<file path="src/rtl/rbm_label_voter.sv">
`default_nettype none
// +----------------------------------------------------------------------------+
// | Module      : rbm_label_voter                                              |
// | Description : Relaunches the label-layer RBM SAMPLE_NUM times, tallies each |
// |               binary output into per-class vote counters and reports the   |
// |               class with the most votes. Optional macro                    |
// |               RBM_VOTE_EARLY_EXIT_EN ends a decision once a class holds a  |
// |               strict majority of SAMPLE_NUM.                               |
// | Revision    : 1.0 - initial release                                        |
// +----------------------------------------------------------------------------+
module rbm_label_voter #(
    parameter int OUTPUT_DIM      = 10,
    parameter int SAMPLE_NUM      = 16,
    parameter int CNT_BITLENGTH   = 8,
    parameter int LABEL_BITLENGTH = 4,
    parameter int ID              = 0
) (
    input  logic                       clock,
    input  logic                       reset,
    input  logic                       start,
    input  logic                       layer_finish,
    input  logic [OUTPUT_DIM-1:0]      layer_data,
    output logic                       layer_reset,
    output logic                       busy,
    output logic [CNT_BITLENGTH-1:0]   sample_count,
    output logic [LABEL_BITLENGTH-1:0] label,
    output logic                       label_valid
);

    typedef enum logic [2:0] {
        S_IDLE     = 3'd0,
        S_RELAUNCH = 3'd1,
        S_WAIT     = 3'd2,
        S_ACCUM    = 3'd3,
        S_SCAN     = 3'd4,
        S_DONE     = 3'd5
    } state_t;

    localparam logic [CNT_BITLENGTH-1:0]   c_sample_num = CNT_BITLENGTH'(SAMPLE_NUM);
    localparam logic [LABEL_BITLENGTH-1:0] c_last_class = LABEL_BITLENGTH'(OUTPUT_DIM - 1);

    if (OUTPUT_DIM > (1 << LABEL_BITLENGTH) || SAMPLE_NUM < 1 ||
        SAMPLE_NUM >= (1 << CNT_BITLENGTH) || ID < 0) begin : g_bad_config
        $error("rbm_label_voter: inconsistent parameters");
    end

    state_t                     r_state;
    logic [CNT_BITLENGTH-1:0]   r_counters     [OUTPUT_DIM];
    logic [CNT_BITLENGTH-1:0]   w_new_counters [OUTPUT_DIM];
    logic [OUTPUT_DIM-1:0]      r_data;
    logic                       r_seen_low;
    logic [LABEL_BITLENGTH-1:0] r_scan_idx;
    logic [LABEL_BITLENGTH-1:0] r_best_idx;
    logic [CNT_BITLENGTH-1:0]   r_best_cnt;
    logic [CNT_BITLENGTH-1:0]   r_sample_count;
    logic [CNT_BITLENGTH-1:0]   w_next_sample_count;
    logic                       w_scan_better;
    logic                       r_layer_reset;
    logic                       r_busy;
    logic [LABEL_BITLENGTH-1:0] r_label;
    logic                       r_label_valid;

    always_comb begin
        for (int c = 0; c < OUTPUT_DIM; c++) begin
            w_new_counters[c] = r_counters[c] + CNT_BITLENGTH'(r_data[c]);
        end
        w_next_sample_count = r_sample_count + CNT_BITLENGTH'(1);
        w_scan_better       = r_counters[r_scan_idx] > r_best_cnt;
    end

`ifdef RBM_VOTE_EARLY_EXIT_EN
    localparam logic [CNT_BITLENGTH-1:0] c_majority = CNT_BITLENGTH'(SAMPLE_NUM / 2);

    logic                       w_exit_hit;
    logic [LABEL_BITLENGTH-1:0] w_exit_idx;

    // Descending scan so the lowest qualifying class is the one left standing
    always_comb begin
        w_exit_hit = 1'b0;
        w_exit_idx = '0;
        for (int c = OUTPUT_DIM - 1; c >= 0; c--) begin
            if (w_new_counters[c] > c_majority) begin
                w_exit_hit = 1'b1;
                w_exit_idx = LABEL_BITLENGTH'(c);
            end
        end
    end
`endif

    always_ff @(posedge clock) begin
        if (reset) begin
            r_state        <= S_IDLE;
            r_data         <= '0;
            r_seen_low     <= 1'b0;
            r_scan_idx     <= '0;
            r_best_idx     <= '0;
            r_best_cnt     <= '0;
            r_sample_count <= '0;
            r_layer_reset  <= 1'b0;
            r_busy         <= 1'b0;
            r_label        <= '0;
            r_label_valid  <= 1'b0;
            for (int c = 0; c < OUTPUT_DIM; c++) r_counters[c] <= '0;
        end else begin
            r_layer_reset <= 1'b0;
            case (r_state)
                S_IDLE: begin
                    if (start) begin
                        for (int c = 0; c < OUTPUT_DIM; c++) r_counters[c] <= '0;
                        r_sample_count <= '0;
                        r_busy         <= 1'b1;
                        r_layer_reset  <= 1'b1;
                        r_state        <= S_RELAUNCH;
                    end
                end
                S_RELAUNCH: begin
                    r_seen_low <= 1'b0;
                    r_state    <= S_WAIT;
                end
                S_WAIT: begin
                    // A finish left high by the previous run must drop before it counts
                    if (!layer_finish) begin
                        r_seen_low <= 1'b1;
                    end else if (r_seen_low) begin
                        r_data  <= layer_data;
                        r_state <= S_ACCUM;
                    end
                end
                S_ACCUM: begin
                    for (int c = 0; c < OUTPUT_DIM; c++) r_counters[c] <= w_new_counters[c];
                    r_sample_count <= w_next_sample_count;
`ifdef RBM_VOTE_EARLY_EXIT_EN
                    if (w_exit_hit) begin
                        r_label       <= w_exit_idx;
                        r_label_valid <= 1'b1;
                        r_busy        <= 1'b0;
                        r_state       <= S_DONE;
                    end else
`endif
                    if (w_next_sample_count == c_sample_num) begin
                        r_scan_idx <= '0;
                        r_best_idx <= '0;
                        r_best_cnt <= '0;
                        r_state    <= S_SCAN;
                    end else begin
                        r_layer_reset <= 1'b1;
                        r_state       <= S_RELAUNCH;
                    end
                end
                S_SCAN: begin
                    if (w_scan_better) begin
                        r_best_idx <= r_scan_idx;
                        r_best_cnt <= r_counters[r_scan_idx];
                    end
                    if (r_scan_idx == c_last_class) begin
                        r_label       <= w_scan_better ? r_scan_idx : r_best_idx;
                        r_label_valid <= 1'b1;
                        r_busy        <= 1'b0;
                        r_state       <= S_DONE;
                    end else begin
                        r_scan_idx <= r_scan_idx + LABEL_BITLENGTH'(1);
                    end
                end
                S_DONE: begin
                    if (start) begin
                        for (int c = 0; c < OUTPUT_DIM; c++) r_counters[c] <= '0;
                        r_sample_count <= '0;
                        r_label_valid  <= 1'b0;
                        r_busy         <= 1'b1;
                        r_layer_reset  <= 1'b1;
                        r_state        <= S_RELAUNCH;
                    end
                end
                default: r_state <= S_IDLE;
            endcase
        end
    end

    assign layer_reset  = r_layer_reset;
    assign busy         = r_busy;
    assign sample_count = r_sample_count;
    assign label        = r_label;
    assign label_valid  = r_label_valid;

endmodule
`default_nettype wire

</file>
<file path="config.mk">
export PLATFORM = sky130hd
export DESIGN_NAME = rbm_label_voter
export DESIGN_NICKNAME = d
export VERILOG_FILES = /design/src/rtl/rbm_label_voter.sv
export SDC_FILE = /design/constraint.sdc
export NUM_CORES = 1
export LEC_CHECK = 0
export ABC_AREA = 1
export CORE_UTILIZATION = 55
export CTS_BUF_LIST = sky130_fd_sc_hd__clkbuf_16
export DETAILED_ROUTE_END_ITERATION = 10
export PLACE_DENSITY = 0.76
export SLEW_MARGIN = 15
export SYNTH_ARGS = -nofsm -noshare
export SYNTH_HDL_FRONTEND = slang
export SYNTH_SLANG_ARGS = --single-unit
</file>
<file path="constraint.sdc">
create_clock -name clock -period 3.85 [get_ports clock]
set_clock_uncertainty 0.1 [all_clocks]
set_input_delay 0.77 -clock clock [delete_from_list [all_inputs] [get_ports clock]]
set_output_delay 0.77 -clock clock [all_outputs]
set_load 0.05 [all_outputs]
</file>
After elaboration in Yosys (flattened, before gate mapping)
Memory sizes are Yosys's and may differ from the RTL's. A register that Yosys moved wholly into a read port is not among the register bits.
Index checks and enable logic that the tools add are counted.
Storage, ports and cells
  bits in writable memories: 80
  latch bits: 0
  memories: 1
  output and inout bits: 15
  register bits: 45
  bits in read-only memories: 0
  input bits: 14
Cells by class
  bitwise operators: 30
  magnitude comparators: 1
  reductions and logical operators: 17
  divide/modulo/power cells: 0
  $mul: 0
  multiplexer cells: 70
  equal/unequal tests: 16
  $add $sub $neg: 12
  shifts and indexed selects: 0
Memories
  r_counters: depth 10, width 8, read ports 11, clocked after memory_dff 1, write ports 10, line 48  | logic [CNT_BITLENGTH-1:0] r_counters [OUTPUT_DIM];
Operators with widths (count)
  $mux W8: 33
  $add A8 B1 Y8: 10
  $pmux W8 S2: 2
  $or A1 B1 Y1: 30
  $mux W4: 5
  $mux W1: 18
  $ne A2 B2 Y1 const B: 8
  $pmux W4 S2: 2
  $mux W3: 5
  $pmux W3 S5: 1
  $reduce_and A3 Y1: 5
  $reduce_bool A2 Y1: 5
  $add A8 B1 Y8 const B: 1
  $eq A8 B5 Y1 const B: 1
  $gt A8 B8 Y1: 1
  $pmux W1 S2: 4
  $reduce_and A2 Y1: 4
  $eq A3 B2 Y1 const B: 2
  $eq A3 B3 Y1 const B: 2
  $add A4 B1 Y4 const B: 1
  $eq A4 B4 Y1 const B: 1
  $reduce_and A4 Y1: 1
  $eq A3 B1 Y1 const B: 1
  $logic_not A3 Y1: 1
  2 further kinds: 2

Longest topological paths before layout
  word-level depth: 7
  gate-level depth with buffers: 19
  gate-level depth less buffers: 18

Least setup slack after synthesis
OpenSTA, ideal clock, no wires.
  path kind: input -> register
  from: in reset
  to: mem r_counters[0][0] (enable)
  arrival: 2.804 ns
  path slack: -0.010 ns
  setup time: 0.956 ns
  stages: 3
  data required time: 2.794 ns
  cells stage by stage: buf_2 inv_1 nand3_1
RTL lines
  start, declared: line 19  | input logic reset,
  end, declared: line 48

==> qor.yml <==
die_x_um: 116
syn_area_um2: 7170
clock_sinks: 129
setup_tns_ps: 0
root_buffer: "clkbuf_16"
ys_types: 38
crit_family: "simple AND/OR/NAND/NOR gates"
yosys.area.top_type: "edfxtp_1"
crit_arrival_ps: 3280
grtUsageTotal_pct: 25.6
synth_warnings: 0
syn_nets: 916
crit_slowest_cell: "buf_4"
final_max_slew_viol_count: 0
area_growth_pct: 14.4
worst_slew_pin_slew_ps: 557
io_pins: 29
ys.flop_type: "edfxtp_1"
synth_edf_count: 80
pre_cts_slack_ps: 853
cts_setup_buffers: 0
synth_cells: 871
fin_crit_sh_pct: 79.8
hold_slack_ps: 364
fin_crit_ps: 3070
ys_top_cells_by_count: "nand2_1, inv_1, a21oi_1, nor2_1"
grt_pass1_wl_um: 26400
ff_latch_area_um2: 3380
core-area_um2: 12700
endpoint_kind: "register"
grt_overflow: 0
routed_via_density: 5.49
drive_gt1_share_pct: 6.92
vias: 5945
crit_chain: "buf_4, a21oi_1, o21ai_0, nand3_1, nand3_1, nand2_1, ha_1, nand2_1, nor2_1, nand2_1, nand2_1, nand3_2, nand2_1, nand2_2, nor2_1, nor2_1"
numCtsBuffers: 17
diodes: 0
drtIter0Drc: 496
grt_pass1_vias: 5508
vdd_ir_drop_max_uv: 343
clk_pin_slew_ps: 60
yosysMostFrequentCell: "nand2_1"
synth.ff_latch_count: 129
port_buffers: 28
worstHoldPathType: "register to register"
rr_worst_depth: 16
hold_viol: 0
setup_viol: 0
num_rows: 41
hpwl_um: 11000
antenna_found_initial: 0
first_pass_iters: 5
grt_max_degree: 62
ys_async_sr_fraction_pct: 0
cts_resized: 0
gp_congestion: 0.863
ant_nets: 0
max_cap_violations: 0
die-area_um2: 13500
p_leak_nw: 3.16
holdPathStages: 2
wl_um: 16000
avgRoutedWirePerCell_um: 14.8
clockBufferDepth: 2
outcome: "complete, no violations"
synth_top_area_share_pct: 33.5
cp.depth: 16
postSynthAreaPerCell_um2: 8.23
cts_tree: "done"
cp.required_ps: 4060
synth_seq_area_share_pct: 47.2
multi_input_area_um2: 3150
dieHeight_um: 116
fill_cells: 1121
drc: 0
post-route-worst-setup-slack_ps: 778
fmax_ghz: 0.326
finalNetCount: 942
crit_buf_inv: 1
rsz0062_at_grt: "false"
p_per_area_nw_per_um2: 458
ys_top_cells_by_area: "edfxtp_1, dfxtp_1, nand2_1"
cpMostUsedCell: "nand2_1"
htreeDepth: 4
cts_hold_buf: 0
path_max_fanout: 61
initial_core_util_pct: 56.6
clkLatencyLatePin_ps: 420
max_stage_delay_ps: 440
startpoint_type: "register"
relSlewSlack_pct: 62.9
path_class: "register to register"
## worst min-delay path: cells and delay by family, from the launching register on
kind / cells / cell delay (ps)
and+or+nand+nor: 1 / 60
DFF: 1 / 300
AOI/OAI and AO/OA: 1 / 50
## through the flow
stage,area [um^2],util [%],cells,power (mW)
finish,8200,64.7,1082,3.76
global route,8200,64.7,1082,3.91
CTS,8200,64.7,1082,3.77
detailed placement,7610,60.0,1050,2.18
global placement,7610,60.0,1050,2.17
floorplan,7170,-,871,2.04
## flip-flops by register name, summed over array words and instances (netlist names), 3 cells and up, named ones only
| name | count |
|---|---|
| label | 4 |
| r_best_cnt | 8 |
| r_best_idx | 4 |
| r_counters | 80 |
| r_data | 10 |
| r_scan_idx | 4 |
| r_state | 3 |
| sample_count | 8 |
## area by class of cell
cell class                 count  share of cell area (%)
sequential                   129                    41.3
multi-input combinational    584                    38.4
clock buffer                  22                    6.71
inverter                     128                    5.86
timing repair buffer          37                    4.54
tap                          172                    2.62
clock inverter                10                   0.580
## metal layers
layer	wire length, um	global-route usage, %	vias up	share of wire [%]
met1	7620	35.6	2758	48
met2	7480	40.3	143	47
met5	0	0	-	0
met3	684	4.51	19	4.3
li1	-	-	3025	-
met4	238	9.40	0	1.5
## worst paths after layout
kind / endpoint / startpoint / slack, ps
min: r_seen_low / r_seen_low / 360
max: r_best_cnt[0] / register / 780
min reg2reg: r_seen_low / r_seen_low / 360
max reg2reg: r_best_cnt[0] / register / 780
## logic make-up after synthesis
kind of cell / Yosys count / share of synthesized area (%)
DFF: 129 / 47.2
AOI/OAI and AO/OA: 190 / 14.7
xor gates and xnor gates: 7 / 0.855
adders and majority gates: 31 / 5.41
and+or+nand+nor: 356 / 22.8
buffers and inverters: 158 / 9.01
## power breakdown
group	leakage [nW]	internal (mW)	switching, mW	total [mW]
clock	0.312	1.00	0.593	1.60
combinational	1.58	0.138	0.310	0.448
sequential	1.26	1.61	0.100	1.72
total	3.16	2.75	1.00	3.76
## layout by cell type, fill, tap and decap left out, types with 3 or more instances in the layout
cell	synthesis	layout
o21ai_1	9	9
nand4_1	6	6
xor2_1	3	3
dfxtp_1	49	48
o211ai_1	25	25
nand2_1	127	127
a21oi_1	93	93
edfxtp_1	80	80
clkbuf_16	0	22
buf_4	1	7
nand2_2	5	5
xnor2_1	4	4
clkdlybuf4s50_1	0	28
inv_2	6	7
a31oi_1	4	4
inv_1	122	124
nor2_1	85	85
o21ai_0	44	44
a21o_1	4	4
nor3b_1	8	8
o21a_1	6	6
nor4_1	11	11
clkinv_2	0	4
nand3_1	80	79
ha_1	31	31
nor2_2	3	3
nor3_1	22	22
(Power assumes the default switching activity.)
